==> src/rtl/semaphore_monitor.sv <==
// Receiving-end checker for the two-road semaphore lamp bus: decodes the lamps,
// follows normal cycling and flash mode, checks order and dwell, latches the first fault.
module semaphore_monitor #(
  parameter int GREEN_MIN    = 3,
  parameter int GREEN_MAX    = 8,
  parameter int YELLOW_TICKS = 1,
  parameter int FLASH_HALF   = 1,
  parameter int DW           = 16
) (
  input  logic          clk,
  input  logic          res,
  input  logic          r,
  input  logic          g,
  input  logic          v,
  input  logic          r1,
  input  logic          g1,
  input  logic          v1,
  output logic [2:0]    phase,
  output logic          locked,
  output logic          flashing,
  output logic          err,
  output logic [2:0]    err_code,
  output logic [DW-1:0] cycles
);

  typedef enum logic [1:0] {S_SYNC, S_RUN, S_FLASH, S_ERR} state_t;

  localparam logic [2:0] P_A = 3'd1, P_AY = 3'd2, P_B = 3'd3, P_BY = 3'd4;
  localparam logic [2:0] FL_ON = 3'd5, FL_OFF = 3'd6, ILLEGAL = 3'd7;

  localparam logic [DW:0] L_GMIN = (DW+1)'(GREEN_MIN);
  localparam logic [DW:0] L_GMAX = (DW+1)'(GREEN_MAX);
  localparam logic [DW:0] L_YEL  = (DW+1)'(YELLOW_TICKS);
  localparam logic [DW:0] L_FL   = (DW+1)'(FLASH_HALF);

  state_t          state_reg, state_next;
  logic [2:0]      phase_reg, prev_reg, code_reg, code_next, sample;
  logic [DW-1:0]   dwell_reg, dwell_next, cycles_reg, cycles_next;
  logic            first_reg, first_next, err_reg, err_next;
  logic            locked_reg, flashing_reg;

  logic            same, is_green, is_yellow, is_flash, succ_ok, skip_dwell;
  logic            f_ill, f_succ, f_short, f_long, run_like;
  logic [DW:0]     dwell_ext, dwell_plus, max_limit, min_limit;
  logic [2:0]      fault;

  always_comb begin
    case ({r, g, v, r1, g1, v1})
      6'b100_001: sample = P_A;
      6'b100_010: sample = P_AY;
      6'b001_100: sample = P_B;
      6'b010_100: sample = P_BY;
      6'b010_010: sample = FL_ON;
      6'b000_000: sample = FL_OFF;
      default:    sample = ILLEGAL;
    endcase
  end

  always_comb begin
    state_next  = state_reg;
    first_next  = first_reg;
    cycles_next = cycles_reg;
    err_next    = err_reg;
    code_next   = code_reg;

    same       = (sample == prev_reg);
    is_green   = (prev_reg == P_A)   || (prev_reg == P_B);
    is_yellow  = (prev_reg == P_AY)  || (prev_reg == P_BY);
    is_flash   = (prev_reg == FL_ON) || (prev_reg == FL_OFF);
    dwell_ext  = {1'b0, dwell_reg};
    dwell_plus = dwell_ext + 1'b1;

    if (same)
      dwell_next = (dwell_reg == '1) ? dwell_reg : dwell_reg + 1'b1;
    else
      dwell_next = DW'(1);

    max_limit = '1;
    min_limit = '0;
    if (is_green) begin
      max_limit = L_GMAX;
      min_limit = L_GMIN;
    end else if (is_yellow) begin
      max_limit = L_YEL;
      min_limit = L_YEL;
    end else if (is_flash) begin
      max_limit = L_FL;
      min_limit = L_FL;
    end

    // Legal successors depend on the mode; leaving flash for P_A is the mode exit
    succ_ok    = 1'b0;
    skip_dwell = 1'b0;
    if (state_reg == S_RUN) begin
      succ_ok = (sample == FL_ON) ||
                (prev_reg == P_A  && sample == P_AY) ||
                (prev_reg == P_AY && sample == P_B)  ||
                (prev_reg == P_B  && sample == P_BY) ||
                (prev_reg == P_BY && sample == P_A);
    end else if (state_reg == S_FLASH) begin
      skip_dwell = (sample == P_A);
      succ_ok = skip_dwell ||
                (prev_reg == FL_ON  && sample == FL_OFF) ||
                (prev_reg == FL_OFF && sample == FL_ON);
    end

    run_like = (state_reg == S_RUN) || (state_reg == S_FLASH);
    f_ill    = run_like && (sample == ILLEGAL);
    f_succ   = run_like && !same && !succ_ok;
    f_short  = run_like && !same && !skip_dwell && !first_reg && (dwell_ext < min_limit);
    f_long   = run_like && ((!same && !skip_dwell && !is_green && (dwell_ext > max_limit)) ||
                            (same && (dwell_plus > max_limit)));

    if (f_ill)        fault = 3'd1;
    else if (f_succ)  fault = 3'd2;
    else if (f_short) fault = 3'd3;
    else if (f_long)  fault = 3'd4;
    else              fault = 3'd0;

    case (state_reg)
      S_SYNC: begin
        if (sample == P_A || sample == FL_ON) begin
          state_next = (sample == P_A) ? S_RUN : S_FLASH;
          first_next = 1'b1;
          dwell_next = DW'(1);
        end
      end
      S_RUN, S_FLASH: begin
        if (fault != 3'd0) begin
          state_next = S_ERR;
          err_next   = 1'b1;
          code_next  = fault;
        end else if (!same) begin
          first_next = 1'b0;
          if (state_reg == S_RUN && sample == FL_ON) begin
            state_next = S_FLASH;
            first_next = 1'b1;
          end else if (state_reg == S_FLASH && sample == P_A) begin
            state_next = S_RUN;
            first_next = 1'b1;
          end
          if (state_reg == S_RUN && prev_reg == P_BY && sample == P_A)
            cycles_next = cycles_reg + 1'b1;
        end
      end
      default: ;
    endcase
  end

  always_ff @(posedge clk) begin
    if (res) begin
      state_reg    <= S_SYNC;
      phase_reg    <= '0;
      prev_reg     <= '0;
      dwell_reg    <= '0;
      first_reg    <= 1'b0;
      err_reg      <= 1'b0;
      code_reg     <= '0;
      cycles_reg   <= '0;
      locked_reg   <= 1'b0;
      flashing_reg <= 1'b0;
    end else begin
      state_reg    <= state_next;
      phase_reg    <= sample;
      prev_reg     <= sample;
      dwell_reg    <= dwell_next;
      first_reg    <= first_next;
      err_reg      <= err_next;
      code_reg     <= code_next;
      cycles_reg   <= cycles_next;
      locked_reg   <= (state_next == S_RUN) || (state_next == S_FLASH);
      flashing_reg <= (state_next == S_FLASH);
    end
  end

  assign phase    = phase_reg;
  assign locked   = locked_reg;
  assign flashing = flashing_reg;
  assign err      = err_reg;
  assign err_code = code_reg;
  assign cycles   = cycles_reg;

endmodule

==> config.mk <==
export PLATFORM = sky130hd
export DESIGN_NAME = semaphore_monitor
export DESIGN_NICKNAME = d
export VERILOG_FILES = /design/src/rtl/semaphore_monitor.sv
export SDC_FILE = /design/constraint.sdc
export NUM_CORES = 1
export LEC_CHECK = 0
export CAP_MARGIN = 15
export CORE_MARGIN = 3
export CORE_UTILIZATION = 34
export DETAILED_ROUTE_END_ITERATION = 10
export DONT_BUFFER_PORTS = 1
export PLACE_DENSITY = 0.5
export SYNTH_ARGS = -nofsm -noshare
export SYNTH_HDL_FRONTEND = slang
export SYNTH_SLANG_ARGS = --single-unit
==> constraint.sdc <==
create_clock -name clk -period 11.2 [get_ports clk]
set_input_delay 1.12 -clock clk [delete_from_list [all_inputs] [get_ports clk]]
set_output_delay 1.12 -clock clk [all_outputs]
set_load 0.05 [all_outputs]
==> impl_metrics.toml <==
[floorplanning]
die_y_um = 109
start_util_pct = 35.1
core-area_um2 = 10400
rows = 37
die_x_um = 109
dieArea_um2 = 12000
ioPinCount = 33

[detailed_routing]
wl_um = 9320
drc_errors = 0
vias_per_cell = 5.66
avgRoutedWirePerCell_um = 16.2
drt_iter0_markers = 175
vias = 3251
route.antenna.remaining_nets = 0
firstDrtPassIters = 4

[clock_network]
cts_made_buffers = 5
post_cts_buffers = 0
clk_pin_slew_ns = 0.09
clockBufferDepth = 2
clock_sink_count = 44
cts_max_level = 2
cts_root_buf = "clkbuf_8"
cts-hold-fix-buffers = 0
ctsResizeCount = 0
clk_latency_ns = 0.30
cts_tree = "built"

[place]
dp.final_hpwl_um = 7000
gp_congestion = 0.849
portBuffers = 0

[sta]
rsz0062_at_grt = "no"
fin_skew_ns = 0.0102
setup_viol = 0
maxSlewHeadroom_pct = 39.5
period_needed_ns = 4.85
finalHoldViolCount = 0
finalCritPeriodShare_pct = 43.3
setup-tns-final_ns = 0
tightest_slew_ns = 0.907
slew_viol_final = 0
fmax_ghz = 0.206

[global_route]
grt_pass1_wl_um = 15600
grt_util_all_layers_pct = 16.3
antenna_found_initial = 0
overflow = 0
grt_pass1_vias = 3116
grt_max_degree = 33

[final_layout]
num-nets-final = 477
insertedDiodeCount = 0
syn_to_final_growth_pct = 3.27
drive_gt1_share_pct = 7.99

[synthesis]
avgSynthCellArea_um2 = 7.99
synth_area_um2 = 3640
synth_top_area_share_pct = 24.2
synthesis.instances = 455
synth-seq-cells = 44
ys_seq_area_share_pct = 24.2
synth_area_leader_cell = "dfxtp_1"
synth_ff_type = "dfxtp_1"
yosysUniqueCellTypes = 72
ys_warn_count = 0
ys_async_sr_fraction_pct = 0
synthTopCellsByArea = "dfxtp_1 (24%), ha_1 (11%), a21oi_1 (5.1%), xnor2_1 (4.1%), nand2_1 (3.6%)"
synth_edf_count = 0
syn-num-nets = 494

[setup_path]
start_kind = "flip-flop"
crit_family = "simple AND/OR/NAND/NOR gates"
cp_max_fo = 17
path_common_cell = "nor2_1"
arrival_ns = 5.08
path_cells = "or3_1, nand2_1, inv_1, ha_1, a211oi_1, nor2_1, nor3_1, nor2_1, o41a_1, o211ai_1, o211ai_4, or2_1, or4_1, a21oi_1"
crit_type = "reg2reg"
endpoint_kind = "flip-flop"
cpPeakStageDelay_ns = 0.93
path_buf_inv = 1
critical_path_required_ns = 11.43
cp_slowest_cell = "dfxtp_1"

[min_path]
hold_path_class = "reg2reg"

[run_status]
status = "finished clean"

[pwr]
p_leak_uw = 0.00130
ir_worst_vdd_v = 0.000122
finalPower_uw = 458
powerDensity_nw_per_um2 = 122

[flow_run]
drv_cap = 0
-- worst min-delay path: cells and delay by family, from the launching register on --
family | cells | cell delay, ns
flops | 1 | 0.34
compound gates | 2 | 0.19
-- layer usage --
metal  GRT usage [%]  wire length (µm)
met3            3.29               358
met5               0                 0
met4            4.45               174
met2            25.6              4260
met1            22.6              4520
-- Yosys cell counts, drive strengths merged, types with 15 or more instances --
master / instances
xnor2: 17
nand3: 23
nor3: 22
dfxtp: 44
inv: 18
nand2: 36
a21oi: 38
ha: 31
buf: 15
o21ai: 21
nor2: 31
-- cells by family (layout without fill, tap and decap cells) --
| logic type | count (synthesis) | count (layout) | synth area share (%) |
|---|---|---|---|
| xor+xnor | 28 | 28 | 6.74 |
| fa+ha+maj | 32 | 32 | 10.9 |
| buf+inv | 42 | 25 | 5.50 |
| mux | 3 | 3 | 0.860 |
| compound gates | 116 | 116 | 21.7 |
| flops | 44 | 44 | 24.2 |
| simple gates | 190 | 190 | 30.0 |
-- cell usage in the layout, fill, tap and decap left out, types with 3 or more instances in the layout --
cell type,instances
clkbuf_8,5
or3_1,8
o22ai_1,6
nand4_1,8
a21oi_1,37
and3_1,11
nor4_1,7
a211oi_1,6
o31ai_1,4
nor2b_1,10
o21ai_0,17
nor2_1,31
o21ba_2,7
o211ai_1,7
a31oi_1,4
nand3_1,23
inv_1,17
or4_1,6
nor3_1,20
nand2b_1,4
nand2_1,35
xnor2_1,17
xor2_1,11
dfxtp_1,44
or2_2,4
nand4bb_1,3
ha_1,31
o21ai_1,4
-- where the power goes --
part / leakage [µW] / switching [µW] / internal, µW
combinational: 0.000904 / 88.7 / 63.3
sequential: 0.000358 / 36.3 / 170
clock: 0.0000400 / 57.8 / 42.4
total: 0.00130 / 183 / 275
-- cell type report --
| cell class | count | area [µm²] |
|---|---|---|
| fillers | 1099 | 6610 |
| multi-input cells | 369 | 2560 |
| clock buffers | 5 | 68.8 |
| clock inverters | 2 | 12.5 |
| flip-flops and latches | 44 | 881 |
| inverters | 18 | 67.6 |
| well taps | 136 | 170 |
-- worst paths after layout --
kind                           from                      to  slack, ns  cells after the start
max          prev_reg[0]$_SDFF_PP0_  cycles[7]$_SDFFE_PP0P_       6.35                     14
max reg2reg  prev_reg[0]$_SDFF_PP0_  cycles[7]$_SDFFE_PP0P_       6.35                     14
min reg2reg  first_reg$_SDFFE_PP0P_  first_reg$_SDFFE_PP0P_       0.56                      2
min          first_reg$_SDFFE_PP0P_  first_reg$_SDFFE_PP0P_       0.56                      2
-- metrics by stage --
step	instance area, µm²	util (%)	hold slack [ns]	worst slack, ns	instances
CTS	3760	36.2	0.573	6.29	574
detailed placement	3670	35.4	0.559	6.32	567
global placement	3670	35.4	0.553	6.43	567
floorplan	3640	-	0.512	7.09	455
finish	3760	36.2	0.565	6.35	574
global route	3760	36.2	0.576	5.95	574
(Power assumes the default switching activity.)
